==> src/rtl/enable_gen_pkg.sv <==
// Shared defaults and helpers for the enable_gen clock-enable generator.
package enable_gen_pkg;

    localparam int DIV_W_DEF   = 16;
    localparam int DIV_RST_DEF = 190;

    // Channel-select width; a single channel still gets a 1-bit select.
    function automatic int sel_width(input int nch);
        return (nch <= 2) ? 1 : $clog2(nch);
    endfunction

endpackage

==> src/rtl/enable_gen_ch.sv <==
// One enable channel: active/shadow divisor, pending flag and terminal-count down-counter.
// Optional phase-align input is present only when ENABLE_GEN_SYNC_EN is defined.
module enable_gen_ch
    import enable_gen_pkg::*;
#(
    parameter int DIV_W   = DIV_W_DEF,
    parameter int DIV_RST = DIV_RST_DEF
) (
    input  logic             clk,
    input  logic             reset,
    input  logic             run_i,
`ifdef ENABLE_GEN_SYNC_EN
    input  logic             sync_i,
`endif
    input  logic             wr_i,
    input  logic [DIV_W-1:0] data_i,
    output logic             en_o,
    output logic             sq_o
);

    localparam logic [DIV_W-1:0] RST_D = DIV_W'(DIV_RST);
    localparam logic [DIV_W-1:0] RST_C = (RST_D == '0) ? '0 : RST_D - DIV_W'(1);

    logic [DIV_W-1:0] div_q, div_d;
    logic [DIV_W-1:0] shd_q, shd_d;
    logic             pend_q, pend_d;
    logic [DIV_W-1:0] cnt_q, cnt_d;
    logic             en_q, en_d;
    logic             sq_q, sq_d;

    // Divisors 0 and 1 both reload to 0, which makes every running cycle terminal.
    function automatic logic [DIV_W-1:0] dec_sat(input logic [DIV_W-1:0] v);
        return (v == '0) ? '0 : v - DIV_W'(1);
    endfunction

    always_comb begin
        div_d  = div_q;
        shd_d  = shd_q;
        pend_d = pend_q;
        cnt_d  = cnt_q;
        en_d   = 1'b0;
        sq_d   = sq_q;
`ifdef ENABLE_GEN_SYNC_EN
        if (sync_i) begin
            if (pend_q) begin
                div_d  = shd_q;
                pend_d = 1'b0;
            end
            cnt_d = dec_sat(pend_q ? shd_q : div_q);
            sq_d  = 1'b0;
        end else
`endif
        if (run_i) begin
            if (cnt_q == '0) begin
                en_d = 1'b1;
                sq_d = ~sq_q;
                if (pend_q) begin
                    div_d  = shd_q;
                    pend_d = 1'b0;
                    cnt_d  = dec_sat(shd_q);
                end else begin
                    cnt_d = dec_sat(div_q);
                end
            end else begin
                cnt_d = cnt_q - DIV_W'(1);
            end
        end
        // A write landing on a terminal count only arms the next one.
        if (wr_i) begin
            shd_d  = data_i;
            pend_d = 1'b1;
        end
    end

    always_ff @(posedge clk) begin
        if (reset) begin
            div_q  <= RST_D;
            shd_q  <= RST_D;
            pend_q <= 1'b0;
            cnt_q  <= RST_C;
            en_q   <= 1'b0;
            sq_q   <= 1'b0;
        end else begin
            div_q  <= div_d;
            shd_q  <= shd_d;
            pend_q <= pend_d;
            cnt_q  <= cnt_d;
            en_q   <= en_d;
            sq_q   <= sq_d;
        end
    end

    assign en_o = en_q;
    assign sq_o = sq_q;

endmodule

==> src/rtl/enable_gen.sv <==
// Multi-channel enable/square-wave generator with shadowed divisor writes.
// Define ENABLE_GEN_SYNC_EN to add the sync input that phase-aligns all channels.
module enable_gen
    import enable_gen_pkg::*;
#(
    parameter int NCH     = 2,
    parameter int DIV_W   = DIV_W_DEF,
    parameter int DIV_RST = DIV_RST_DEF,
    localparam int SEL_W  = sel_width(NCH)
) (
    input  logic             clk,
    input  logic             reset,
    input  logic             run,
`ifdef ENABLE_GEN_SYNC_EN
    input  logic             sync,
`endif
    input  logic             div_wr,
    input  logic [SEL_W-1:0] div_sel,
    input  logic [DIV_W-1:0] div_data,
    output logic             div_ack,
    output logic [NCH-1:0]   en_out,
    output logic [NCH-1:0]   sq_out
);

    logic wr_hit;
    logic ack_q, ack_d;

    // Out-of-range selects are dropped silently and never acknowledged.
    assign wr_hit = div_wr && ({1'b0, div_sel} < (SEL_W + 1)'(NCH));

    always_comb begin
        ack_d = wr_hit;
    end

    always_ff @(posedge clk) begin
        if (reset) begin
            ack_q <= 1'b0;
        end else begin
            ack_q <= ack_d;
        end
    end

    assign div_ack = ack_q;

    for (genvar i = 0; i < NCH; i++) begin : g_ch
        enable_gen_ch #(
            .DIV_W   (DIV_W),
            .DIV_RST (DIV_RST)
        ) u_ch (
            .clk    (clk),
            .reset  (reset),
            .run_i  (run),
`ifdef ENABLE_GEN_SYNC_EN
            .sync_i (sync),
`endif
            .wr_i   (wr_hit && (div_sel == SEL_W'(i))),
            .data_i (div_data),
            .en_o   (en_out[i]),
            .sq_o   (sq_out[i])
        );
    end

endmodule

==> config.mk <==
export PLATFORM = sky130hd
export DESIGN_NAME = enable_gen
export DESIGN_NICKNAME = d
export VERILOG_FILES = /design/src/rtl/enable_gen_pkg.sv /design/src/rtl/enable_gen_ch.sv /design/src/rtl/enable_gen.sv
export SDC_FILE = /design/constraint.sdc
export NUM_CORES = 1
export LEC_CHECK = 0
export BUFFER_PORTS_ARGS = -buffer_cell sky130_fd_sc_hd__buf_2
export CORE_MARGIN = 3
export CORE_UTILIZATION = 30
export DETAILED_ROUTE_END_ITERATION = 8
export HOLD_SLACK_MARGIN = 0.1
export SETUP_SLACK_MARGIN = 0.15
export SYNTH_ARGS = -nofsm -noshare
export SYNTH_HDL_FRONTEND = slang
export SYNTH_SLANG_ARGS = --single-unit
export TNS_END_PERCENT = 30
==> constraint.sdc <==
create_clock -name clk -period 4.4 [get_ports clk]
set_input_delay 0.88 -clock clk [delete_from_list [all_inputs] [get_ports clk]]
set_output_delay 0.88 -clock clk [all_outputs]
set_load 0.05 [all_outputs]
==> summary.txt, run 1 <==
Critical path
  – CP dominant cell by count: a2111oi_0
  – Critical path type: flip-flop to flip-flop
  – Worst-path cell chain: inv_1, ha_1, or3b_2, or2_1, o311a_1, a2111oi_0, a2111oi_0
  – CP delay by family, top: compound AO/OA/AOI/OAI gates
  – Crit-path max FO: 4
  – Req. time, crit path: 4.59 ns
  – Worst endpoint data arrival time: around 3.0 ns
  – Crit. End Element: flip-flop
  – Startpoint Class: flip-flop
  – CP max stage delay: 0.69 ns
  – CP Buf/Inv Count: 1
  – Slowest CP cell: a2111oi_0

Min path
  – Hold Path Class: flip-flop to flip-flop

Clocking
  – Clock Latency Late Sink: 0.36 ns
  – CTS tree: built
  – CTS Hold Bufs: 0
  – Postcts setup bufs: 0
  – Clock transition at the registers of the reported paths: 0.07 ns
  – Post-CTS resize count: 0
  – Clock Sinks: 103
  – Num CTS Buffers: 9
  – Max Buffers Root-to-Sink: 2
  – CTS root buffer: clkbuf_16
  – Htree depth: 3

Synth
  – Sequential share of the synthesized area: 34.9%
  – Cells after Synth: between 700 and 800
  – Cell taking the most area after synthesis: dfxtp_1
  – Top_reg_cell synth: dfxtp_1
  – Ranking of synthesized cells by area: dfxtp_1, nand2_1, a21oi_1, mux2i_1, xnor2_1
  – Mapped Area: 5910 um2
  – Unique masters post-synth: 67
  – Yosys warning count: 0
  – Post-synth top area share: 34.9%
  – Mapped Avg Cell Area: 7.79 um2
  – Syn nets: 788
  – Post-synth EDFFs: 0
  – Asr flop ratio synth: 0%
  – Yosys reg bits: 103

Pwr
  – Maximum vdd drop: 0.219 mV
  – Static leakage: 2.23 nW
  – Power Density: between 200 and 300 nW/um2

Cells and area
  – Fillers: 2046
  – Area growth from synthesis to layout: 9.53%
  – # nets final: slightly below 800
  – Share of layout cells above drive strength 1: 7.95%
  – Sequential cell area: 2060 um2
  – Multi-input gate area: 3530 um2
  – Number of antenna diodes: 0

Place
  – DP HPWL: between 10 and 15 mm
  – I/O Buffers: 25
  – DP Worst Slack: 1.54 ns
  – Placer congestion estimate: 0.865

Timing
  – Worst Tran Pin Value: 1.06 ns
  – Min cycle time layout: 2.76 ns
  – TNS Setup: 0 ns
  – RSZ-0062 raised after global routing: no
  – Tcrit/Tclk final: 62.6%
  – Worst setup margin: roughly 1.6 ns
  – Worst clock skew: 0.00881 ns
  – Max-slew violations: 0
  – # setup viols final: 0
  – Highest clock rate: 363 MHz
  – Slew margin rel.: between 20 and 30%
  – Final hold vios: 0

GRT
  – First-pass GRT wire length: around 26 mm
  – Vias in the first global route: 4794
  – Largest net degree at the start of global routing: 44
  – Total global-route track usage: between 10 and 15%
  – Initial antenna violation count: 0
  – GRT overflow: 0

Floorplan
  – Row count: 50
  – Ports: 26
  – Initial Utilization: a little under a third
  – Die width: between 100 and 150 um
  – Core area: 19000 um2
  – Die H: 146 um
  – Die ar.: 21400 um2

Route
  – Wire length per cell: around 16 um
  – DRC Markers: 0
  – WL final: 16.1 mm
  – Via density: 5.40
  – Drt first pass iters: 5
  – Initial drt markers: 393
  – Total number of vias: 5481
  – DRT antenna net count: 0

Run status
  – Status: complete, no violations

Flow run
  – Max Cap Viol: 0
where the power goes:
group	leakage, nW	internal [W]	switching (W)
sequential	0.838	0.000954	0.0000352
clock	0.141	0.000395	0.000381
combinational	1.25	0.0000538	0.0000994
logic make-up (layout without fill, tap and decap cells):
| logic type | count (synthesis) | in the layout | share of synthesized area [%] |
|---|---|---|---|
| buffers and inverters | 79 | 75 | 5.52 |
| AO/OA/AOI/OAI | 179 | 179 | 20.6 |
| multiplexers | 24 | 24 | 4.11 |
| AND/OR/NAND/NOR | 327 | 327 | 27.5 |
| XOR/XNOR | 39 | 39 | 5.78 |
| flip-flops | 103 | 103 | 34.9 |
| adder cells (fa/ha/maj) | 8 | 8 | 1.69 |
per-layer routing:
| layer | share of wire (%) | GRT usage (%) | up-vias |
|---|---|---|---|
| li1 | - | - | 2750 |
| met1 | 52 | 22.6 | 2584 |
| met2 | 41 | 20.8 | 137 |
| met3 | 5.3 | 2.61 | 10 |
| met4 | 1.1 | 4.14 | 0 |
| met5 | 0 | 0 | - |
registers in the layout (all words and copies together), names as in the netlist:
signal            cells
g_ch.u_ch.pend_q      2
g_ch.u_ch.sq_o        2
g_ch.u_ch.cnt_q      32
g_ch.u_ch.div_q      32
div_ack               1
g_ch.u_ch.shd_q      32
g_ch.u_ch.en_o        2
per-stage QoR:
step	instance area (um2)	util, %	hold slack (ns)	total power [W]	instances
2_1_floorplan	5910	-	0.445	0.00111	759
3_3_place_gp	6190	32.6	0.462	0.00116	999
3_5_place_dp	6190	32.6	0.465	0.00116	999
4_1_cts	6470	34.0	0.476	0.00194	1015
5_1_grt	6470	34.0	0.499	0.00200	1015
6_report	6470	34.0	0.474	0.00192	1015
path summary, 6_finish.rpt:
| path | startpoint | end | slack [ns] | cells after the start |
|---|---|---|---|---|
| max | g_ch[1].u_ch.div_q[0] | g_ch[1].u_ch.cnt_q[14] | 1.64 | 7 |
| min | g_ch[1].u_ch.div_q[12] | g_ch[1].u_ch.div_q[12] | 0.47 | 2 |
| max reg2reg | g_ch[1].u_ch.div_q[0] | g_ch[1].u_ch.cnt_q[14] | 1.64 | 7 |
| min reg2reg | g_ch[1].u_ch.div_q[12] | g_ch[1].u_ch.div_q[12] | 0.47 | 2 |
area by class of cell:
cell class                 instances  area share (%)
clock buffer                      10            3.54
clock inverter                     6           0.831
inverter                          28            1.62
multi-input combinational        577            54.5
sequential                       103            31.9
tap                              260            5.03
timing repair buffer              31            2.63
worst min-delay path: stages (launching register included):
cell and delay (ns):
dfxtp_1 0.33, nand2_1 0.06, a21oi_1 0.05
cells in the mapped netlist, types with 4 or more instances:
library cell	number
xor2_1	14
nand4_1	10
inv_1	27
nor3b_1	5
buf_4	5
o211a_1	4
nor2_1	43
or4_1	16
o31ai_1	10
a211oi_1	4
a221oi_1	16
o22ai_1	5
nor4_1	22
a31oi_1	5
a22oi_1	8
ha_1	8
nand2_1	130
dfxtp_1	103
and2_1	6
a21oi_1	57
nor3_1	22
mux2i_1	22
xnor2_1	25
o21ai_0	21
or3_1	12
o211ai_1	8
nand3_1	31
a41oi_1	4
clkbuf_1	40
placed cells by master, fill, tap and decap left out, drive strengths merged, types with 4 or more instances in the layout:
cell type / netlist / layout
a22oi: 8 / 8
ha: 8 / 8
nor3b: 5 / 5
o211a: 4 / 4
nand2: 130 / 130
buf: 11 / 31
xor2: 14 / 14
nor2: 44 / 44
nor3: 24 / 24
nand3: 31 / 31
nand4: 10 / 10
o211ai: 8 / 8
a31oi: 5 / 5
o21ai: 22 / 22
a21oi: 57 / 57
or3: 12 / 12
o22ai: 5 / 5
clkbuf: 40 / 10
or4: 17 / 17
inv: 27 / 30
and2: 6 / 6
xnor2: 25 / 25
nor4: 22 / 22
a221oi: 16 / 16
dfxtp: 103 / 103
a41oi: 4 / 4
o31ai: 10 / 10
mux2i: 22 / 22
clkinv: 1 / 4
a211oi: 4 / 4
(Power assumes the default switching activity.)
==> run 2, diff against run 1 <==
==> constraint.sdc (replaced) <==
create_clock -name clk -period 2.5 [get_ports clk]
set_input_delay 0.5 -clock clk [delete_from_list [all_inputs] [get_ports clk]]
set_output_delay 0.5 -clock clk [all_outputs]
set_load 0.05 [all_outputs]
==> run 2 against run 1 <==
Clock skew rose by 0.0027 ns. Clock power rose by 71%. Flip-flop and latch count is the same. Die area did not move. Count of clock-buffer cells in the layout stayed put. Via count up 3.1%. Wire length increased by 2.2%.
==> summary.txt, run 2 (synthesis gave the netlist of run 1 again) <==
Run status
  – Status: complete, no violations (unchanged)

Timing
  – RSZ-0062 raised after global routing: yes (was no)
  – Slew margin rel.: 58.0% (was 29.4%)
  – Tcrit/Tclk final: 93.7% (was 62.6%)
  – Worst clock skew: 0.0115 ns (was 0.00881 ns)
  – Worst Tran Pin Value: 0.630 ns (was 1.06 ns)
  – Min cycle time layout: 2.34 ns (was 2.76 ns)
  – WHS: 0.379 ns (was 0.474 ns)
  – Highest clock rate: 427 MHz (was 363 MHz)
  – Worst setup margin: 0.158 ns (was 1.64 ns)
  – Final hold vios: 0 (unchanged)
  – Max-slew violations: 0 (unchanged)
  – # setup viols final: 0 (unchanged)

Place
  – DP HPWL: 12.1 mm (was 11.9 mm)
  – Dpl cells: 1044 (was 999)
  – I/O Buffers: 25 (unchanged)
  – DP Worst Slack: -0.0771 ns (was 1.54 ns)
  – Placer congestion estimate: 0.858 (was 0.865)

Critical path
  – Crit-path max FO: 4 (unchanged)
  – Critical path type: flip-flop to flip-flop (unchanged)
  – Startpoint Class: flip-flop (unchanged)
  – Crit. End Element: flip-flop (unchanged)
  – Req. time, crit path: 2.75 ns (was 4.59 ns)
  – Worst endpoint data arrival time: 2.59 ns (was 2.95 ns)

Route
  – DRT antenna net count: 0 (unchanged)
  – Drt first pass iters: 4 (was 5)
  – Total number of vias: 5649 (was 5481)
  – Initial drt markers: 366 (was 393)
  – Via density: 5.33 (was 5.40)
  – DRC Markers: 0 (unchanged)
  – Wire length per cell: 15.5 um (was 15.8 um)
  – WL final: 16.4 mm (was 16.1 mm)

Pwr
  – Pwr Total: 0.00337 W (was 0.00192 W)
  – Maximum vdd drop: 0.343 mV (was 0.219 mV)
  – Static leakage: 2.51 nW (was 2.23 nW)
  – Power Density: 485 nW/um2 (was 296 nW/um2)

Clocking
  – CTS tree: built (unchanged)
  – CTS root buffer: clkbuf_16 (unchanged)
  – Max Buffers Root-to-Sink: 2 (unchanged)
  – Clock transition at the registers of the reported paths: 0.07 ns (about the same)
  – Clock Sinks: 103 (unchanged)
  – CTS Hold Bufs: 0 (unchanged)
  – Num CTS Buffers: 9 (unchanged)
  – Htree depth: 3 (unchanged)
  – Clock Latency Late Sink: 0.35 ns (was 0.36 ns)

Cells and area
  – Most common cell after layout, fill and taps aside: nand2_1 (unchanged)
  – Largest regs: g_ch.u_ch.cnt_q (32), g_ch.u_ch.div_q (32), g_ch.u_ch.shd_q (32) (unchanged)
  – # nets final: 826 (was 779)
  – Fillers: 2048 (was 2046)
  – Area growth from synthesis to layout: 17.7% (was 9.53%)
  – Final Util: 36.6% (was 34.0%)
  – Share of layout cells above drive strength 1: 15.1% (was 7.95%)
  – Number of antenna diodes: 0 (unchanged)
  – Non-filler cells, final: 1060 (was 1015)
  – Most frequent cells in the layout: nand2_1, dfxtp_1, a21oi_1 (unchanged)

Min path
  – Hold Path Class: primary input to flip-flop (was flip-flop to flip-flop)

Floorplan
  – Initial Utilization: 31.1% (unchanged)
  – Die H: 146 um (unchanged)
  – Core area: 19000 um2 (unchanged)
  – Die ar.: 21400 um2 (unchanged)
  – Ports: 26 (unchanged)
  – Row count: 50 (unchanged)
  – Die width: 146 um (unchanged)

GRT
  – Total global-route track usage: 15.2% (was 14.7%)
  – First-pass GRT wire length: 26.7 mm (was 25.8 mm)
  – GRT overflow: 0 (unchanged)
  – Initial antenna violation count: 0 (unchanged)
  – Largest net degree at the start of global routing: 54 (was 44)
  – Vias in the first global route: 5078 (was 4794)

Flow run
  – Max Cap Viol: 0 (unchanged)
==> run 2: stage by stage <==
stage          TNS, ns  cell area (um2)
2_1_floorplan        0             5910
3_3_place_gp         0             6570
3_5_place_dp   -0.0771             6570
4_1_cts              0             6880
5_1_grt              0             6950
6_report             0             6950
==> run 2: final cells by class <==
class	instances	area (um2)	share of cell area [%]
sequential	103	2060	29.7
clock inverter	4	31.3	0.450
inverter	28	105	1.51
clock buffer	10	239	3.44
tap	260	325	4.68
multi-input combinational	577	3630	52.2
timing repair buffer	78	561	8.06
==> run 2: worst paths after layout <==
| kind | from | cells after the start | endpoint | slack [ns] |
|---|---|---|---|---|
| max | g_ch[1].u_ch.div_q[8] | 5 | g_ch[1].u_ch.cnt_q[0] | 0.16 |
| min | div_data[5] | 3 | g_ch[0].u_ch.shd_q[5] | 0.38 |
| max reg2reg | g_ch[1].u_ch.div_q[8] | 5 | g_ch[1].u_ch.cnt_q[0] | 0.16 |
| min reg2reg | g_ch[1].u_ch.cnt_q[14] | 1 | g_ch[1].u_ch.cnt_q[14] | 0.49 |
==> run 2: critical path, cell delays in order (launching register included) <==
cell and delay, ns:
dfxtp_1 0.31, or4_4 0.53, or4_4 0.46, o31a_1 0.30, a221o_1 0.35, a221o_1 0.29
==> run 2: where the power goes <==
part	leakage [nW]	internal [W]	switching, W
clock network	0.135	0.000698	0.000636
logic	1.53	0.000117	0.000183
registers	0.838	0.00168	0.0000601
total	2.51	0.00249	0.000879
==> run 2: per-layer routing <==
metal  track usage (%)  up-vias  share of wire [%]
li1                  -     2859                  -
met1              23.3     2638                 52
met2              21.7      140                 42
met3              2.33       12                4.1
met4              4.66        0                1.1
met5                 0        -                  0
==> run 2: what timing repair did <==
action / in CTS / in global routing
buffers inserted: 1 / 1
resized for setup: 7 / 13
pin swaps: 1 / 2
endpoints found under the setup margin: 7 / 35
==> run 3, diff against run 2 <==
--- a/config.mk
+++ b/config.mk
@@ -5,6 +5,8 @@
 export SDC_FILE = /design/constraint.sdc
 export NUM_CORES = 1
 export LEC_CHECK = 0
+export ABC_AREA = 1
+export ABC_CLOCK_PERIOD_IN_PS = 2500
 export BUFFER_PORTS_ARGS = -buffer_cell sky130_fd_sc_hd__buf_2
 export CORE_MARGIN = 3
 export CORE_UTILIZATION = 30
==> run 3 against run 2 <==
Clock skew down 0.0036 ns. Die area increased by 8.2%. Clock power increased by 11%. Global-route usage is essentially flat. First-iteration DRC count rose by 22%. Synthesized area up 8.6%. Non-clock buffer count down 43. Critical endpoint is now g_ch[0].u_ch.cnt_q[15]. Worst setup slack improved by 0.18 ns. Utilization is 2.2 points lower. Sequential power is essentially flat. Critical path type unchanged. Synthesized cell count is 34% higher.
==> summary.txt, run 3 <==
Run status
  – Status: complete, no violations (unchanged)

Clocking
  – CTS Hold Bufs: 0 (unchanged)
  – Post-CTS resize count: 0 (was 7)
  – Num CTS Buffers: 9 (unchanged)
  – Clock Sinks: 103 (unchanged)
  – Clock Latency Late Sink: 0.35 ns (about the same)
  – Max Buffers Root-to-Sink: 2 (unchanged)
  – Clock transition at the registers of the reported paths: 0.08 ns (was 0.07 ns)
  – CTS tree: built (unchanged)
  – Htree depth: 3 (unchanged)
  – CTS root buffer: clkbuf_16 (unchanged)
  – Postcts setup bufs: 0 (was 1)

Cells and area
  – Number of antenna diodes: 0 (unchanged)
  – Multi-input gate area: 3750 um2 (was 3630 um2)
  – Most common cell after layout, fill and taps aside: nand2_1 (unchanged)
  – Largest regs: g_ch.u_ch.cnt_q (32), g_ch.u_ch.div_q (32), g_ch.u_ch.shd_q (32) (unchanged)
  – Most frequent cells in the layout: nand2_1, nor2_1, inv_1 (was nand2_1, dfxtp_1, a21oi_1)
  – Fillers: 2236 (was 2048)
  – Area growth from synthesis to layout: 10.4% (was 17.7%)
  – Sequential cell area: 2060 um2 (unchanged)
  – Share of layout cells above drive strength 1: 7.75% (was 15.1%)
  – # nets final: 1056 (was 826)

GRT
  – Total global-route track usage: 15.2% (about the same)
  – Largest net degree at the start of global routing: 41 (was 54)
  – GRT overflow: 0 (unchanged)
  – Vias in the first global route: 5897 (was 5078)
  – First-pass GRT wire length: 29.6 mm (was 26.7 mm)
  – Initial antenna violation count: 0 (unchanged)

Critical path
  – Worst r2r src: g_ch[0].u_ch.shd_q[0] (was g_ch[1].u_ch.div_q[8])
  – Worst endpoint data arrival time: 2.45 ns (was 2.59 ns)
  – CP Buf/Inv Count: 2 (was 0)
  – Slowest CP cell: dfxtp_1 (was or4_4)
  – Req. time, crit path: 2.78 ns (was 2.75 ns)
  – CP dominant cell by count: nand2_1
  – Worst-path cell chain: inv_1, ha_1, nand2_1, nor2_4, nand3_1, nand2_1, inv_1, nand3_1, nand2_1, nand2_1, a21oi_1 (was or4_4, or4_4, o31a_1, a221o_1, a221o_1)
  – Crit. End Element: flip-flop (unchanged)
  – CP delay by family, top: simple AND/OR/NAND/NOR gates (unchanged)
  – Setup crit start: g_ch[0].u_ch.shd_q[0] (was g_ch[1].u_ch.div_q[8])
  – Crit-path max FO: 11 (was 4)
  – Critical path type: flip-flop to flip-flop (unchanged)
  – Startpoint Class: flip-flop (unchanged)
  – CP max stage delay: 0.37 ns (was 0.53 ns)

Min path
  – Hold Crit Start: div_data[7] (was div_data[5])
  – Hold Path Class: primary input to flip-flop (unchanged)

Floorplan
  – Die width: 152 um (was 146 um)
  – Row count: 52 (was 50)
  – Die H: 152 um (was 146 um)
  – Core area: 20600 um2 (was 19000 um2)
  – Initial Utilization: 31.1% (about the same)
  – Die ar.: 23200 um2 (was 21400 um2)
  – Ports: 26 (unchanged)

Synth
  – Synth Area in XOR/XNOR: 5.73% (was 5.78%)
  – Post-synth EDFFs: 0 (unchanged)
  – Top_reg_cell synth: dfxtp_1 (unchanged)
  – Multiplexer area fraction after synthesis: 0% (was 4.11%)
  – Ranking of synthesized cells by area: dfxtp_1, nand2_1, nor2_1, nand3_1, a21oi_1 (was dfxtp_1, nand2_1, a21oi_1, mux2i_1, xnor2_1)
  – Syn nets: 1047 (was 788)
  – Cells after Synth: 1018 (was 759)
  – Asr flop ratio synth: 0% (unchanged)
  – Post-Synth Adder-Cell Area: 1.56% (was 1.69%)
  – Post-synth top area share: 32.1% (was 34.9%)
  – Cell taking the most area after synthesis: dfxtp_1 (unchanged)
  – Mapped Area: 6420 um2 (was 5910 um2)
  – Compound-Gate Fraction of Synth Area: 16.4% (was 20.6%)
  – Sequential share of the synthesized area: 32.1% (was 34.9%)
  – Most frequent cells after synthesis: nand2_1, nor2_1, inv_1 (was nand2_1, dfxtp_1, a21oi_1)
  – Yosys reg bits: 103 (unchanged)
  – Count leader, synth: nand2_1 (unchanged)
  – Unique masters post-synth: 36 (was 67)
  – Main combinational cell family by area after synthesis: simple AND/OR/NAND/NOR gates (unchanged)
  – Mapped Avg Cell Area: 6.31 um2 (was 7.79 um2)
  – Yosys warning count: 0 (unchanged)
  – Post-synthesis simple-gate area fraction: 34.6% (was 27.5%)

Route
  – Drt first pass iters: 5 (was 4)
  – Total number of vias: 6330 (was 5649)
  – Via density: 4.86 (was 5.33)
  – Initial drt markers: 447 (was 366)
  – WL final: 17.9 mm (was 16.4 mm)
  – DRT antenna net count: 0 (unchanged)
  – Wire length per cell: 13.8 um (was 15.5 um)
  – DRC Markers: 0 (unchanged)

Timing
  – Min cycle time layout: 2.17 ns (was 2.34 ns)
  – Worst setup margin: 0.334 ns (was 0.158 ns)
  – Tcrit/Tclk final: 86.6% (was 93.7%)
  – RSZ-0062 raised after global routing: yes (unchanged)
  – Highest clock rate: 462 MHz (was 427 MHz)
  – # setup viols final: 0 (unchanged)
  – Max-slew violations: 0 (unchanged)
  – Slew margin rel.: 45.6% (was 58.0%)
  – Final hold vios: 0 (unchanged)
  – Worst clock skew: 0.00795 ns (was 0.0115 ns)
  – TNS Setup: 0 ns (unchanged)
  – Worst Tran Pin Value: 0.811 ns (was 0.630 ns)

Place
  – DP HPWL: 13.6 mm (was 12.1 mm)
  – DP Worst Slack: 0.371 ns (was -0.0771 ns)
  – I/O Buffers: 25 (unchanged)
  – Placer congestion estimate: 0.917 (was 0.858)

Pwr
  – Pwr Total: 0.00366 W (was 0.00337 W)
  – Maximum vdd drop: 0.316 mV (was 0.343 mV)
  – Power Density: 516 nW/um2 (was 485 nW/um2)
  – Static leakage: 3.07 nW (was 2.51 nW)

Flow run
  – Max Cap Viol: 0 (unchanged)
run 3: path summary, 6_finish.rpt:
path | to | slack, ns | cells past startpoint
max | g_ch[0].u_ch.cnt_q[15] | 0.33 | 11
min | g_ch[1].u_ch.shd_q[7] | 0.37 | 3
max reg2reg | g_ch[0].u_ch.cnt_q[15] | 0.33 | 11
min reg2reg | g_ch[1].u_ch.cnt_q[14] | 0.48 | 2
run 3: logic make-up after synthesis:
group | Yosys count
AO/OA/AOI/OAI | 193
XOR/XNOR | 42
adder cells (fa/ha/maj) | 8
buffers and inverters | 151
flip-flops | 103
AND/OR/NAND/NOR | 521
run 3: stage by stage:
step | util (%) | std cells | cell area (um2) | hold WS (ns)
floorplan | - | 1018 | 6420 | 0.445
global placement | 32.8 | 1286 | 6770 | 0.456
detailed placement | 32.8 | 1286 | 6770 | 0.460
CTS | 34.3 | 1302 | 7080 | 0.357
global route | 34.4 | 1302 | 7090 | 0.388
finish | 34.4 | 1302 | 7090 | 0.366
run 3: layer usage:
metal | wire length, um | global-route usage (%) | up-vias | share of wire [%]
li1 | - | - | 3310 | -
met1 | 9330 | 22.2 | 2874 | 52
met2 | 7730 | 24.0 | 134 | 43
met3 | 688 | 1.65 | 12 | 3.8
met4 | 172 | 3.68 | 0 | 0.96
met5 | 0 | 0 | - | 0
run 3: cell type report:
type,instances,share of cell area [%]
clock buffer,10,3.23
tap,270,4.77
multi-input combinational,764,52.9
sequential,103,29.1
clock inverter,6,1.08
inverter,114,6.07
timing repair buffer,35,2.82
run 3: tightest hold or removal path: stages:
cell and delay, ns:
buf_2 0.09, nand2_1 0.05, nand3_1 0.05
run 3: power by group:
group          internal [W]  switching [W]  total [W]
registers           0.00170      0.0000688    0.00177
clock network      0.000796       0.000684    0.00148
logic              0.000135       0.000273   0.000409
